File: config.mk
export PLATFORM = sky130hd
export DESIGN_NAME = mem_access_stage
export DESIGN_NICKNAME = d
export VERILOG_FILES = /design/src/rtl/mem_access_stage.sv
export SDC_FILE = /design/constraint.sdc
export NUM_CORES = 1
export LEC_CHECK = 0
export ABC_CLOCK_PERIOD_IN_PS = 2880
export CAP_MARGIN = 15
export CELL_PAD_IN_SITES_DETAIL_PLACEMENT = 0
export CELL_PAD_IN_SITES_GLOBAL_PLACEMENT = 1
export CORE_MARGIN = 2
export CORE_UTILIZATION = 32
export DETAILED_ROUTE_END_ITERATION = 12
export PLACE_DENSITY = 0.95
export RECOVER_POWER = 50
export SLEW_MARGIN = 20
export SYNTH_ARGS = -nofsm -noshare
export SYNTH_HDL_FRONTEND = slang
export SYNTH_SLANG_ARGS = --single-unit
File: constraint.sdc
create_clock -name clk -period 2.88 [get_ports clk]
set_input_delay 0.288 -clock clk [delete_from_list [all_inputs] [get_ports clk]]
set_output_delay 0.288 -clock clk [all_outputs]
set_load 0.05 [all_outputs]
File: src/rtl/mem_access_stage.sv
// Memory-access pipeline stage: passes ALU results through, or issues one held
// memory request and returns its result. Optional watchdog enabled by MEM_TIMEOUT_EN.
module mem_access_stage #(
    parameter int unsigned TIMEOUT_CYCLES = 255
) (
    input  logic        clk,
    input  logic        rst,
    input  logic        in_valid,
    output logic        in_ready,
    input  logic [15:0] instruction,
    input  logic [15:0] alu_res,
    input  logic [15:0] store_data,
    output logic        mem_req,
    output logic        mem_we,
    output logic [15:0] mem_addr,
    output logic [15:0] mem_wdata,
    input  logic [15:0] mem_rdata,
    input  logic        mem_ack,
    output logic        out_valid,
    output logic [15:0] out_data,
    output logic        out_is_load,
    output logic        err
);

    typedef enum logic {IDLE = 1'b0, WAIT = 1'b1} state_t;

    localparam logic [15:0] TIMEOUT_LAST = 16'(TIMEOUT_CYCLES - 32'd1);

    function automatic logic is_mem_op(input logic [4:0] op);
        case (op)
            5'b10011, 5'b10010, 5'b11011, 5'b11010: is_mem_op = 1'b1;
            default:                                is_mem_op = 1'b0;
        endcase
    endfunction

    function automatic logic is_write_op(input logic [4:0] op);
        case (op)
            5'b11011, 5'b11010: is_write_op = 1'b1;
            default:            is_write_op = 1'b0;
        endcase
    endfunction

    state_t      state_r, state_nxt_s;
    logic        mem_req_r, mem_we_r, out_valid_r, out_is_load_r, err_r;
    logic [15:0] mem_addr_r, mem_wdata_r, out_data_r;
    logic        mem_req_nxt_s, mem_we_nxt_s, out_valid_nxt_s, out_is_load_nxt_s, err_nxt_s;
    logic [15:0] mem_addr_nxt_s, mem_wdata_nxt_s, out_data_nxt_s;
    logic        accept_s, accept_mem_s, ack_s, timeout_s;
    logic        unused_cfg_s;

    assign accept_s     = in_valid && (state_r == IDLE);
    assign accept_mem_s = accept_s && is_mem_op(instruction[15:11]);
    assign ack_s        = (state_r == WAIT) && mem_ack;
    assign unused_cfg_s = ^{instruction[10:0], TIMEOUT_LAST};

`ifdef MEM_TIMEOUT_EN
    logic [15:0] tmo_cnt_r;
    assign timeout_s = (state_r == WAIT) && !mem_ack && (tmo_cnt_r == TIMEOUT_LAST);

    // Watchdog: cleared on WAIT entry, counts WAIT cycles without acknowledge
    always_ff @(posedge clk or posedge rst) begin
        if (rst) begin
            tmo_cnt_r <= 16'h0000;
        end else if (accept_mem_s) begin
            tmo_cnt_r <= 16'h0000;
        end else if ((state_r == WAIT) && !mem_ack) begin
            tmo_cnt_r <= tmo_cnt_r + 16'h0001;
        end else begin
            tmo_cnt_r <= tmo_cnt_r;
        end
    end
`else
    assign timeout_s = 1'b0;
`endif

    // Next-state logic
    always_comb begin
        state_nxt_s = state_r;
        case (state_r)
            IDLE: begin
                if (accept_mem_s) state_nxt_s = WAIT;
                else              state_nxt_s = IDLE;
            end
            WAIT: begin
                if (ack_s || timeout_s) state_nxt_s = IDLE;
                else                    state_nxt_s = WAIT;
            end
            default: state_nxt_s = IDLE;
        endcase
    end

    // Next values of the registered outputs; request fields hold through WAIT
    always_comb begin
        mem_req_nxt_s     = mem_req_r;
        mem_we_nxt_s      = mem_we_r;
        mem_addr_nxt_s    = mem_addr_r;
        mem_wdata_nxt_s   = mem_wdata_r;
        out_valid_nxt_s   = 1'b0;
        out_data_nxt_s    = out_data_r;
        out_is_load_nxt_s = out_is_load_r;
        err_nxt_s         = err_r;
        case (state_r)
            IDLE: begin
                if (accept_mem_s) begin
                    mem_req_nxt_s   = 1'b1;
                    mem_we_nxt_s    = is_write_op(instruction[15:11]);
                    mem_addr_nxt_s  = alu_res;
                    mem_wdata_nxt_s = store_data;
                end else if (accept_s) begin
                    out_valid_nxt_s   = 1'b1;
                    out_data_nxt_s    = alu_res;
                    out_is_load_nxt_s = 1'b0;
                end else begin
                    out_valid_nxt_s = 1'b0;
                end
            end
            WAIT: begin
                if (ack_s) begin
                    mem_req_nxt_s     = 1'b0;
                    out_valid_nxt_s   = 1'b1;
                    out_data_nxt_s    = mem_we_r ? mem_addr_r : mem_rdata;
                    out_is_load_nxt_s = !mem_we_r;
                end else if (timeout_s) begin
                    mem_req_nxt_s     = 1'b0;
                    out_valid_nxt_s   = 1'b1;
                    out_data_nxt_s    = 16'h0000;
                    out_is_load_nxt_s = 1'b0;
                    err_nxt_s         = 1'b1;
                end else begin
                    out_valid_nxt_s = 1'b0;
                end
            end
            default: begin
                mem_req_nxt_s   = 1'b0;
                out_valid_nxt_s = 1'b0;
            end
        endcase
    end

    // State and output registers
    always_ff @(posedge clk or posedge rst) begin
        if (rst) begin
            state_r       <= IDLE;
            mem_req_r     <= 1'b0;
            mem_we_r      <= 1'b0;
            mem_addr_r    <= 16'h0000;
            mem_wdata_r   <= 16'h0000;
            out_valid_r   <= 1'b0;
            out_data_r    <= 16'h0000;
            out_is_load_r <= 1'b0;
            err_r         <= 1'b0;
        end else begin
            state_r       <= state_nxt_s;
            mem_req_r     <= mem_req_nxt_s;
            mem_we_r      <= mem_we_nxt_s;
            mem_addr_r    <= mem_addr_nxt_s;
            mem_wdata_r   <= mem_wdata_nxt_s;
            out_valid_r   <= out_valid_nxt_s;
            out_data_r    <= out_data_nxt_s;
            out_is_load_r <= out_is_load_nxt_s;
            err_r         <= err_nxt_s;
        end
    end

    assign in_ready    = (state_r == IDLE);
    assign mem_req     = mem_req_r;
    assign mem_we      = mem_we_r;
    assign mem_addr    = mem_addr_r;
    assign mem_wdata   = mem_wdata_r;
    assign out_valid   = out_valid_r;
    assign out_data    = out_data_r;
    assign out_is_load = out_is_load_r;
    assign err         = err_r;

endmodule

==> report_table.html <==
<table>
<tr><th>Metric</th><th>Value</th></tr>
<tr><th colspan="2">Synth</th></tr>
<tr><td>Mapped cell area</td><td>2260 sq um</td></tr>
<tr><td>Sequential share of the synthesized area</td><td>0.587</td></tr>
<tr><td>Cell taking the most area after synthesis</td><td>dfrtp_1</td></tr>
<tr><td>Post-synthesis average cell area</td><td>14.1 sq um</td></tr>
<tr><td>Number of distinct library cells after synthesis</td><td>20</td></tr>
<tr><td>Synth Net Count</td><td>228</td></tr>
<tr><td>Synth warn</td><td>0</td></tr>
<tr><td>Instance count of the mapped netlist</td><td>160</td></tr>
<tr><td>Leading cell types by total area after synthesis</td><td>dfrtp_1 59%, mux2_2 16%, a221o_1 7.1%</td></tr>
<tr><td>Share of the synthesized area in the top cell type</td><td>0.587</td></tr>
<tr><td>Post-synthesis sequential element count</td><td>53</td></tr>
<tr><th colspan="2">Setup path</th></tr>
<tr><td>Startpoint kind of the worst setup timing path</td><td>input pin</td></tr>
<tr><td>Chain of cells forming the critical path</td><td>dlygate4sd3_1 &gt; nand3b_1 &gt; nor2_1 &gt; buf_12 &gt; mux2_2</td></tr>
<tr><td>Critical Path Max Stage Delay</td><td>0.94 ns</td></tr>
<tr><td>R2r setup slk</td><td>0.64 ns</td></tr>
<tr><td>Critical path required time</td><td>3.07 ns</td></tr>
<tr><td>Kind of cell with the highest combined delay on the critical path</td><td>simple AND/OR/NAND/NOR gates</td></tr>
<tr><td>Worst setup path category</td><td>input pin to flop</td></tr>
<tr><td>Critical-path cell with the highest stage delay</td><td>nor2_1</td></tr>
<tr><td>Worst flop-to-flop path endpoint</td><td>mem_wdata[0]$_DFFE_PP0P_</td></tr>
<tr><td>Critical path data arrival time</td><td>2.56 ns</td></tr>
<tr><td>Start of the worst register-to-register path</td><td>state_r$_DFF_PP0_</td></tr>
<tr><td>Critical Path Sink Type</td><td>flop</td></tr>
<tr><td>Worst path bufs/invs</td><td>2</td></tr>
<tr><td>Largest fanout on the critical path</td><td>23</td></tr>
<tr><td>Number of cells on the worst reg-to-reg path</td><td>4</td></tr>
<tr><th colspan="2">Detailed routing</th></tr>
<tr><td>Final routed wire length divided by cell count</td><td>15.6 um</td></tr>
<tr><td>DRC errors left</td><td>0</td></tr>
<tr><td>Drt total wl</td><td>5700 um</td></tr>
<tr><td>Via total after detailed routing</td><td>1716</td></tr>
<tr><td>Post-DRT Antenna Nets</td><td>0</td></tr>
<tr><td>First-iteration detailed-routing DRC count</td><td>45</td></tr>
<tr><td>Via count normalized by instance count</td><td>4.69</td></tr>
<tr><td>First drt pass iteration count</td><td>4</td></tr>
<tr><th colspan="2">Worst hold path</th></tr>
<tr><td>Hold worst-path end</td><td>mem_req$_DFFE_PP0P_</td></tr>
<tr><td>Min-Delay Path Class</td><td>flop to flop</td></tr>
<tr><td>Startpoint of the tightest hold check path</td><td>mem_req$_DFFE_PP0P_</td></tr>
<tr><td>Count of cells along the worst hold path</td><td>1</td></tr>
<tr><th colspan="2">Die</th></tr>
<tr><td>Die Ht</td><td>88.1 um</td></tr>
<tr><td>Number of ports placed on the die boundary</td><td>122</td></tr>
<tr><td>Row Count</td><td>30</td></tr>
<tr><td>Die area</td><td>7750 sq um</td></tr>
<tr><td>Die X</td><td>88.1 um</td></tr>
<tr><td>Initial cell density of the core</td><td>0.331</td></tr>
<tr><td>Core area</td><td>6830 sq um</td></tr>
<tr><th colspan="2">STA</th></tr>
<tr><td>Max-slew violations</td><td>0</td></tr>
<tr><td>Worst rel slew slack</td><td>0.0944</td></tr>
<tr><td>Fmax</td><td>0.422 GHz</td></tr>
<tr><td>Final WS setup</td><td>0.513 ns</td></tr>
<tr><td>Final hold viol count</td><td>0</td></tr>
<tr><td>Measured slew at the worst slew-check pin</td><td>1.36 ns</td></tr>
<tr><td>Setup repair after global routing missed its margin</td><td>no</td></tr>
<tr><td>Clock Skew</td><td>0.00499 ns</td></tr>
<tr><td>Sum of negative setup slack</td><td>0 ns</td></tr>
<tr><td>Crit path time final</td><td>2.37 ns</td></tr>
<tr><td>Setup-violating endpoint count in the final report</td><td>0</td></tr>
<tr><td>Final period utilization</td><td>0.822</td></tr>
<tr><th colspan="2">Finish</th></tr>
<tr><td>Core utilization of the finished layout</td><td>0.515</td></tr>
<tr><td>Final cell count without fillers</td><td>366</td></tr>
<tr><td>Inserted Diodes</td><td>0</td></tr>
<tr><td>Fill cells</td><td>632</td></tr>
<tr><td>Ratio of cells with drive above 1 in the final layout</td><td>0.163</td></tr>
<tr><td>Post-layout net count</td><td>337</td></tr>
<tr><td>Area growth syn-to-layout</td><td>55.7%</td></tr>
<tr><th colspan="2">Global routing</th></tr>
<tr><td>Total GRT Usage</td><td>0.148</td></tr>
<tr><td>Gr ovfl total</td><td>0</td></tr>
<tr><td>First-pass GRT wire length</td><td>8900 um</td></tr>
<tr><td>Via count of the first global-routing pass</td><td>1770</td></tr>
<tr><td>Initial antenna violation count</td><td>0</td></tr>
<tr><td>Pin count of the biggest net entering global routing</td><td>54</td></tr>
<tr><th colspan="2">CTS</th></tr>
<tr><td>CTS max path bufs</td><td>2</td></tr>
<tr><td>Setup repair bufs after CTS</td><td>0</td></tr>
<tr><td>Clock slew at reported path FFs</td><td>0.09 ns</td></tr>
<tr><td>TritonCTS clock tree</td><td>done</td></tr>
<tr><td>Number of CTS-inserted buffers</td><td>5</td></tr>
<tr><td>Sinks on the clock net</td><td>53</td></tr>
<tr><td>Insertion delay to the later sink of the worst-skew pair</td><td>0.30 ns</td></tr>
<tr><td>Buffer cell driving the clock tree root</td><td>clkbuf_8</td></tr>
<tr><td>Post-CTS Hold Buffers</td><td>0</td></tr>
<tr><td>H-tree depth reported by CTS</td><td>2</td></tr>
<tr><td>Number of gates given a new drive strength after cts</td><td>0</td></tr>
<tr><th colspan="2">Run</th></tr>
<tr><td>Number of violations of the max-capacitance limit</td><td>0</td></tr>
<tr><th colspan="2">Pwr</th></tr>
<tr><td>Static leakage power</td><td>1.47 nW</td></tr>
<tr><td>Peak VDD IR</td><td>0.373 mV</td></tr>
<tr><td>Power density over cell area</td><td>793 nW/um^2</td></tr>
<tr><th colspan="2">Place</th></tr>
<tr><td>DPL Wire Length</td><td>3960 um</td></tr>
<tr><td>Number of port buffers</td><td>108</td></tr>
<tr><td>Cell total after placement</td><td>358</td></tr>
<tr><td>Pre-CTS setup slack</td><td>0.820 ns</td></tr>
<tr><td>Routability cong.</td><td>0.725</td></tr>
<tr><th colspan="2">Status</th></tr>
<tr><td>Status</td><td>complete, no violations</td></tr>
</table>
[kinds of logic after synthesis]
logic type,share of synthesized area
DFF,0.587
muxes,0.235
and+or+nand+nor,0.0520
AOI/OAI and AO/OA,0.0847
buffers and inverters,0.0398
other,0.00166
[metal layers]
metal	GRT usage	part of all wire	vias to the layer above
met5	0	0	-
met4	0.0331	0.0090	0
met3	0.0509	0.063	6
met2	0.253	0.49	65
met1	0.182	0.43	851
li1	-	-	794
[Yosys cell counts]
| master | n |
|---|---|
| buf_4 | 5 |
| inv_1 | 3 |
| nand2_1 | 2 |
| nand3b_4 | 1 |
| mux2i_1 | 16 |
| conb_1 | 1 |
| nor2_4 | 1 |
| a221o_1 | 16 |
| nand2b_1 | 1 |
| dfrtp_1 | 53 |
| nor2_1 | 16 |
| nor2b_1 | 1 |
| o22ai_1 | 2 |
| buf_1 | 1 |
| buf_2 | 3 |
| mux2_2 | 33 |
| and2_1 | 1 |
| a21o_1 | 1 |
| buf_6 | 2 |
| a21boi_2 | 1 |
[state kept, by name (all words and copies together), names as in the netlist]
| register | count |
|---|---|
| mem_addr | 16 |
| mem_req | 1 |
| mem_wdata | 16 |
| mem_we | 1 |
| out_data | 16 |
| out_is_load | 1 |
| out_valid | 1 |
| state_r | 1 |
[worst max path at each step]
stage | cells after the start | startpoint | slack [ns] | to
floorplan | 5 | mem_we$_DFFE_PP0P_ | 1.13 | out_data[10]$_DFFE_PP0P_
global placement | 5 | instruction[12] | 0.85 | mem_wdata[9]$_DFFE_PP0P_
detailed placement | 5 | instruction[12] | 0.82 | mem_wdata[0]$_DFFE_PP0P_
CTS | 2 | mem_we$_DFFE_PP0P_ | 0.75 | mem_we
global route | 5 | instruction[12] | 0.39 | mem_wdata[0]$_DFFE_PP0P_
finish | 5 | instruction[12] | 0.51 | mem_wdata[0]$_DFFE_PP0P_
[final cells by class]
cell class	count	area (sq um)	area share
tap	96	120	0.0341
inverter	3	11.3	0.00320
clock inverter	1	30.0	0.00853
sequential	53	1330	0.377
clock buffer	7	86.3	0.0245
timing repair buffer	113	1120	0.320
multi-input combinational	93	821	0.233
[cells in the final DEF (no fill, tap or decap)]
cell type,count
clkdlybuf4s50_1,106
dfrtp_1,53
mux2_2,33
nor2_1,17
mux2i_1,16
a221o_1,16
clkbuf_8,6
nand2_1,2
inv_1,2
o22ai_1,2
clkbuf_1,2
dlygate4sd3_1,2
buf_4,2
nand3b_1,1
nor2b_1,1
and2_0,1
a21boi_0,1
nand2b_1,1
clkinv_1,1
a21o_1,1
conb_1,1
bufinv_16,1
buf_12,1
clkbuf_2,1
[worst reg2reg max path: stages (launching register included)]
cell and delay [ns]:
dfrtp_1 0.41, nand2b_1 0.18, nor2_1 0.90, buf_12 0.28, mux2_2 0.37
[through the flow]
stage / power, mW / cell area [sq um] / hold slack [ns]
3_3_place_gp: 2.29 / 3430 / 0.459
6_report: 2.79 / 3520 / 0.481
4_1_cts: 2.83 / 3550 / 0.488
5_1_grt: 2.92 / 3520 / 0.519
2_1_floorplan: 1.84 / 2260 / 0.387
3_5_place_dp: 2.31 / 3430 / 0.466
[power by group]
part | switching, mW | internal [mW] | leakage, nW
Clock | 0.230 | 0.284 | 0.0585
Combinational | 0.788 | 0.494 | 0.766
Sequential | 0.0941 | 0.901 | 0.643
No activity file was read; power rests on OpenSTA's default activity.
